--- config.mk ---
export PLATFORM = sky130hd
export DESIGN_NAME = unison_readout_packer
export DESIGN_NICKNAME = d
export VERILOG_FILES = /design/src/rtl/unison_readout_packer.sv
export SDC_FILE = /design/constraint.sdc
export NUM_CORES = 1
export LEC_CHECK = 0
export ABC_CLOCK_PERIOD_IN_PS = 3500
export BUFFER_PORTS_ARGS = -buffer_cell sky130_fd_sc_hd__clkbuf_2
export CORE_MARGIN = 1.5
export CORE_UTILIZATION = 30
export CTS_BUF_LIST = sky130_fd_sc_hd__clkbuf_4 sky130_fd_sc_hd__clkbuf_8
export CTS_CLUSTER_SIZE = 25
export DETAILED_ROUTE_END_ITERATION = 8
export SYNTH_ARGS = -nofsm -noshare
export SYNTH_HDL_FRONTEND = slang
export SYNTH_SLANG_ARGS = --single-unit
--- constraint.sdc ---
create_clock -name clk_master -period 3.5 [get_ports clk_master]
set_clock_uncertainty 0.15 [all_clocks]
set_input_delay 0 -clock clk_master [delete_from_list [all_inputs] [get_ports clk_master]]
set_output_delay 0 -clock clk_master [all_outputs]
set_load 0.01 [all_outputs]
--- src/rtl/unison_readout_packer.sv ---
// unison_readout_packer
//
// Packs the 2-bit I and Q readout streams of the dual wavelet core into
// 16-bit words and queues them in a small show-ahead FIFO.
//
// Each cycle with ud_en=1 captures the nibble {read_out_Q, read_out_I} at
// beat position k (bits [4k+3:4k]). The edge that captures beat 3 pushes
// the finished word. Any cycle with ud_en=0 discards the partial word.
//
// Ports
//   clk_master   single clock, rising edge
//   rstb         asynchronous active-low reset
//   ud_en        capture enable (already synchronous)
//   read_out_I   2-bit I-channel readout
//   read_out_Q   2-bit Q-channel readout
//   word_data    head word of the FIFO (0 while empty)
//   word_valid   FIFO non-empty
//   word_ready   consumer accepts the head word (with word_valid)
//   level        FIFO occupancy, 0..DEPTH
//   ovf          sticky overflow flag (a word was dropped)
//   ovf_clr      synchronous clear of ovf; a same-cycle overflow wins
//   word_par     XOR of the head word, 0 while empty
//                (present only when READOUT_PARITY_EN is defined)
//
// Handshake: a word leaves the FIFO on a rising edge where word_valid and
// word_ready are both high; word_data holds steady while word_valid=1 and
// word_ready=0.
//
// Build option: define READOUT_PARITY_EN to add word_par and per-entry
// parity storage.

module unison_readout_packer #(
    parameter int DEPTH = 4
) (
    input  logic        clk_master,
    input  logic        rstb,
    input  logic        ud_en,
    input  logic [1:0]  read_out_I,
    input  logic [1:0]  read_out_Q,
    output logic [15:0] word_data,
    output logic        word_valid,
    input  logic        word_ready,
    output logic [4:0]  level,
    output logic        ovf,
`ifdef READOUT_PARITY_EN
    output logic        word_par,
`endif
    input  logic        ovf_clr
);

    localparam int         PTR_W   = (DEPTH > 1) ? $clog2(DEPTH) : 1;
    localparam logic [4:0] DEPTH_L = 5'(DEPTH);

    // Packing state
    logic [1:0]  beat_q, beat_d;
    logic [15:0] pack_q, pack_d;
    logic [3:0]  nibble;
    logic        push;
    logic [15:0] push_word;

    // FIFO state
    logic [15:0]      mem_q [DEPTH];
    logic [PTR_W-1:0] wr_ptr_q, wr_ptr_d;
    logic [PTR_W-1:0] rd_ptr_q, rd_ptr_d;
    logic [4:0]       count_q, count_d;
    logic             ovf_q, ovf_d;
    logic             empty, full, pop, push_ok, ovf_set;

    always_comb begin
        nibble    = {read_out_Q, read_out_I};
        beat_d    = 2'd0;
        pack_d    = '0;
        push      = 1'b0;
        // The completed word uses the freshly captured beat-3 nibble directly,
        // so the push happens on the same edge that captures it.
        push_word = {nibble, pack_q[11:0]};
        if (ud_en) begin
            beat_d                     = beat_q + 2'd1;
            pack_d                     = pack_q;
            pack_d[{beat_q, 2'b00} +: 4] = nibble;
            if (beat_q == 2'd3) begin
                push   = 1'b1;
                pack_d = '0;
            end
        end
    end

    always_comb begin
        empty    = (count_q == 5'd0);
        full     = (count_q == DEPTH_L);
        pop      = !empty && word_ready;
        // A pop on the same edge frees the slot, so a full FIFO still accepts.
        push_ok  = push && (!full || pop);
        ovf_set  = push && full && !pop;

        wr_ptr_d = push_ok ? wr_ptr_q + PTR_W'(1) : wr_ptr_q;
        rd_ptr_d = pop ? rd_ptr_q + PTR_W'(1) : rd_ptr_q;

        count_d = count_q;
        if (push_ok && !pop) begin
            count_d = count_q + 5'd1;
        end else if (pop && !push_ok) begin
            count_d = count_q - 5'd1;
        end

        ovf_d = ovf_q;
        if (ovf_clr) begin
            ovf_d = 1'b0;
        end
        if (ovf_set) begin
            ovf_d = 1'b1;
        end
    end

    always_ff @(posedge clk_master or negedge rstb) begin
        if (!rstb) begin
            beat_q   <= 2'd0;
            pack_q   <= '0;
            wr_ptr_q <= '0;
            rd_ptr_q <= '0;
            count_q  <= 5'd0;
            ovf_q    <= 1'b0;
        end else begin
            beat_q   <= beat_d;
            pack_q   <= pack_d;
            wr_ptr_q <= wr_ptr_d;
            rd_ptr_q <= rd_ptr_d;
            count_q  <= count_d;
            ovf_q    <= ovf_d;
        end
    end

    // Storage is not reset; the empty check below masks stale entries.
    always_ff @(posedge clk_master) begin
        if (push_ok) begin
            mem_q[wr_ptr_q] <= push_word;
        end
    end

    assign word_valid = !empty;
    assign word_data  = empty ? 16'h0000 : mem_q[rd_ptr_q];
    assign level      = count_q;
    assign ovf        = ovf_q;

`ifdef READOUT_PARITY_EN
    logic par_mem_q [DEPTH];

    always_ff @(posedge clk_master) begin
        if (push_ok) begin
            par_mem_q[wr_ptr_q] <= ^push_word;
        end
    end

    assign word_par = empty ? 1'b0 : par_mem_q[rd_ptr_q];
`endif

endmodule

=== Word level (Yosys, flattened, before mapping) ===
Memories as Yosys holds them, arrays and structs flattened.
Index checks and enable logic that the tools add are counted.

* Memories: 1
* Output and inout port bits: 23
* RAM bits: 64
* Bits of input ports: 9
* Logic and storage cells: 44
* Bits in registers: 28

{| class="wikitable"
|+ Memory list
! memory !! depth !! width !! read ports !! clocked after Yosys merged registers in !! wr ports !! RTL line !! source
|-
| mem_q || 4 || 16 || 1 || 0 || 1 || 62 || <nowiki>logic [15:0] mem_q [DEPTH];</nowiki>
|}

* Reduce and logical (&&, ||, !) cells: 14
* Shift-type cells: 2
* Add/subtract/negate cells: 6
* Muxes and demuxes: 13
* Equal/unequal tests: 2

{| class="wikitable"
|+ Operators with widths
! operator !! count
|-
| $mux 16 || 3
|-
| $bwmux 16 || 1
|-
| $shift 4x6->16 const A || 1
|-
| $shiftx 4x6->16 || 1
|-
| $mux 5 || 2
|-
| $add 2x1->2 const B || 3
|-
| $logic_and 1x1->1 || 6
|-
| $mux 1 || 6
|-
| $neg 4->6 || 1
|-
| $add 5x1->5 const B || 1
|-
| $eq 5x3->1 const B || 1
|-
| $logic_not 5->1 || 1
|-
| $sub 5x1->5 const B || 1
|-
| $logic_not 1->1 || 4
|-
| $reduce_bool 2->1 || 2
|-
| $eq 2x2->1 const B || 1
|-
| $mux 2 || 1
|-
| $logic_or 1x1->1 || 1
|}

=== Logic depth before layout (Yosys ltp) ===
* Depth in word-level cells: 9
* Mapped depth: 9
* Gate-level depth less buffers: 9

=== Worst setup path before layout ===
OpenSTA, ideal clock, no wires.

* Path kind: register to register
* Start point: reg count_q[1], in the netlist level[1]
* End point: reg count_q[4], in the netlist level[4]
* Arrival: 2.576 ns
* Library setup time: 0.131 ns
* Cell stages (with the launch flop): 9
* Clock period less this slack: 2.857 ns
* Data required time: 3.219 ns
* Path slack: 0.643 ns
* Buffers on the path: 0
* Cell sequence: dfrtp_1 -> or4_4 -> o21ai_2 -> ha_1 -> inv_1 -> ha_1 -> or4_1 -> o211ai_1 -> o211ai_1

* Cells in the longest elaborated chain, start to end: 8
* Elaborated cells between the ends (all ways): 16
* Those cells by class: 2 x add/sub; 1 x eq/ne; 2 x mux; 11 x reduce/logical

{| class="wikitable"
|+ Ends and longest elaborated chain
! item !! RTL line !! source
|-
| start, declared || 65 || <nowiki>logic [4:0] count_q, count_d;</nowiki>
|-
| start signal, assigned || 128 || <nowiki>count_q <= count_d;</nowiki>
|-
| parallel branches: the longest is 8 deep, another holds $sub 5x1->5 || -- ||
|}

Parallel ways; which one is timed is not known. The select of a mux whose other input is x is not followed.
A chain may end at the register's enable or synchronous reset.

=== Final worst setup path ===
Same ends and word-level chain as after synthesis.

==> flow_metrics.env <==
export IMPL_status="finished, final reports clean"
export IMPL_syn_nets=245
export IMPL_grt_pass1_vias=2119
export IMPL_met3_usage=0.03743
export IMPL_hold_violations=0
export IMPL_synth_mux_area_frac=0.1058
export IMPL_synth_area_leaders="edfxtp_1 51%, dfrtp_1 16%, mux4_2 9.6%, ha_1 4.0%, nor2b_1 2.8%"
export IMPL_grt_pass1_wl_mm=11.22
export IMPL_critical_path_max_fanout=7
export IMPL_via_per_inst=4.541
export IMPL_hpwlAfterDp_mm=4.365
export IMPL_core_area_mm2=0.01211
export IMPL_clkSinkCount=88
export IMPL_start_util=0.3095
export IMPL_post_cts_setup_buffers=0
export IMPL_cts_buffers=9
export IMPL_root_buffer="clkbuf_8"
export IMPL_worstHoldPathType="input port to asynchronous set/reset pin"
export IMPL_crit_path_end_kind="flop"
export IMPL_clkTransAtPathRegs_ns=0.08
export IMPL_fillers=1203
export IMPL_gp_congestion=0.7208
export IMPL_finalCritPeriodShare=0.8647
export IMPL_yosys_area_share_simple=0.09179
export IMPL_yosys_most_used_dff="edfxtp_1"
export IMPL_clock_path_buffers=2
export IMPL_criticalPathCategory="flop to flop"
export IMPL_max_cap_viol_count=0
export IMPL_die_y_um=114.8
export IMPL_p_leak_nw=1.614
export IMPL_synth_top_cell_area_share=0.5127
export IMPL_synthAdderAreaFrac=0.04539
export IMPL_cp_start_kind="flop"
export IMPL_synthCells=223
export IMPL_period_needed_ns=3.026
export IMPL_drive_above_1_share=0.2790
export IMPL_synth_cell_types=40
export IMPL_yosysTopAreaCell="edfxtp_1"
export IMPL_arrival_ns=3.12
export IMPL_routedWlPerCell_um=15.84
export IMPL_maxClockFrequency_ghz=0.3304
export IMPL_avgSynthCellArea_um2=16.81
export IMPL_final_common_cell="edfxtp_1"
export IMPL_ant_nets=0
export IMPL_maxSlewHeadroom=0.4230
export IMPL_drt_iter0_drc=67
export IMPL_critPathRequiredTime_ns=3.59
export IMPL_htree_levels=3
export IMPL_synth_edff_count=64
export IMPL_area_growth_pct=17.26
export IMPL_setup_violations=0
export IMPL_die_w_um=114.8
export IMPL_ys_seq_area_frac=0.6729
export IMPL_rsz0062_at_grt="false"
export IMPL_antennaDiodeCount=0
export IMPL_dieArea_mm2=0.01317
export IMPL_grt_max_degree=25
export IMPL_synth_compound_area_frac=0.04973
export IMPL_tns_ns=0
export IMPL_synth_seq_cells=88
export IMPL_num_vias=2016
export IMPL_syn_area_mm2=0.003749
export IMPL_wirelength_mm=7.033
export IMPL_gr_max_usage_layer="met2"
export IMPL_overflow=0
export IMPL_clk_latency_ns=0.35
export IMPL_num_rows=40
export IMPL_antenna_found_initial=0
export IMPL_async_flop_share=0.2727
export IMPL_ir_drop_v=0.0003486
export IMPL_synth_top_family_by_area="multiplexers"
export IMPL_drt_pass1_iter_count=4
export IMPL_power_total_w=0.002940
export IMPL_num_nets_final=293
export IMPL_io_pins=32
export IMPL_final_cell_mix="64 x edfxtp_1, 31 x clkbuf_2, 24 x dfrtp_1, 17 x nor2b_1, 16 x mux4_2"
export IMPL_cts_tree="done"
export IMPL_port_buffers=31
export IMPL_drv_slew=0
export IMPL_met2_usage=0.1960
export IMPL_tightest_slew_ns=0.8656
export IMPL_globalRouteMet1Util=0.1457
export IMPL_synth_xor_area_share=0.01168
export IMPL_yosys_warnings=0
export IMPL_drc=0
export IMPL_track_usage=0.1175
export IMPL_powerDensity_mw_per_mm2=669.0
==> cells in the mapped netlist (2+ instances only) <==
| cell | number |
|---|---|
| nand2b_1 | 6 |
| nor4_2 | 2 |
| dfrtp_1 | 24 |
| a21oi_1 | 8 |
| o21ai_0 | 2 |
| xnor2_1 | 5 |
| nor2_1 | 3 |
| buf_2 | 2 |
| nor2b_1 | 17 |
| or4_1 | 2 |
| o211ai_1 | 2 |
| edfxtp_1 | 64 |
| nor3b_1 | 2 |
| and2_1 | 5 |
| inv_1 | 9 |
| mux4_2 | 16 |
| clkbuf_1 | 2 |
| nand2_1 | 4 |
| nand3_1 | 8 |
| ha_1 | 12 |
| a22o_1 | 8 |
| buf_4 | 2 |
==> cell families after synthesis <==
| logic type | count (synthesis) |
|---|---|
| buffers and inverters | 18 |
| xor gates and xnor gates | 5 |
| DFF | 88 |
| AOI/OAI and AO/OA | 25 |
| and+or+nand+nor | 55 |
| adders and majority gates | 13 |
| muxes | 19 |
==> per-layer routing <==
metal  routed length, um  share of wire
met3                 231          0.033
met2                3493           0.50
met5                   0              0
met1                3231           0.46
met4                  76          0.011
==> worst paths after layout <==
| check | from | endpoint | slack (ns) | cells past startpoint |
|---|---|---|---|---|
| setup reg to reg | level[1] | level[4] | 0.47 | 8 |
| setup / recovery | level[1] | level[4] | 0.47 | 8 |
| hold reg to reg | pack_q[5] | mem_q[0][5] | 0.37 | 0 |
| hold / removal | rstb | level[3] | 0.02 | 2 |
| max in group asynchronous | rstb | beat_q[1] | 2.77 | 2 |
| min in group clk_master | ud_en | beat_q[1] | 0.30 | 3 |
==> final cells by class <==
cell class / instances / area (um^2) / area share
Inverter: 10 / 37.54 / 0.008540
Clock buffer: 11 / 145.1 / 0.03302
Tap cell: 168 / 210.2 / 0.04782
Multi-Input combinational cell: 117 / 1141 / 0.2596
Sequential cell: 88 / 2522 / 0.5739
Clock inverter: 5 / 56.30 / 0.01281
Timing Repair Buffer: 45 / 282.8 / 0.06433
==> registers in the layout, indices dropped and copies added, names as in the netlist <==
signal and count:
mem_q 64, rd_ptr_q 2, ovf 1, wr_ptr_q 2
pack_q 12, level 5, beat_q 2
==> report_power, final <==
group	leakage, nW	switching, W	internal, W
logic	0.613	0.000437	0.000469
registers	0.896	0.000136	0.00119
clock network	0.105	0.000354	0.000358
total	1.61	0.000927	0.00201
==> stage by stage <==
step,worst slack (ns),util,area [um^2],hold slack (ns),cells
2_1_floorplan,0.6433,-,3749,-0.4456,223
3_3_place_gp,0.5615,0.3388,4104,-0.1191,419
3_5_place_dp,0.4856,0.3388,4104,-0.1091,419
4_1_cts,0.4680,0.3629,4395,0.02400,444
5_1_grt,0.3363,0.3629,4395,0.05942,444
6_report,0.4735,0.3629,4395,0.01837,444
==> what timing repair did <==
action,in CTS,in global routing
endpoints found under the hold margin,58,0
resized for setup,0,0
hold buffers,9,0
endpoints found under the setup margin,0,0
==> critical path, cell delays in order (launching register included) <==
cell and delay, ns:
dfrtp_1 0.46, or4_4 0.60, o21ai_2 0.17, ha_1 0.27, inv_1 0.15, ha_1 0.38
or4_1 0.53, o211ai_1 0.11, o211ai_1 0.09
Note: power is estimated with default switching activity, not from simulation.
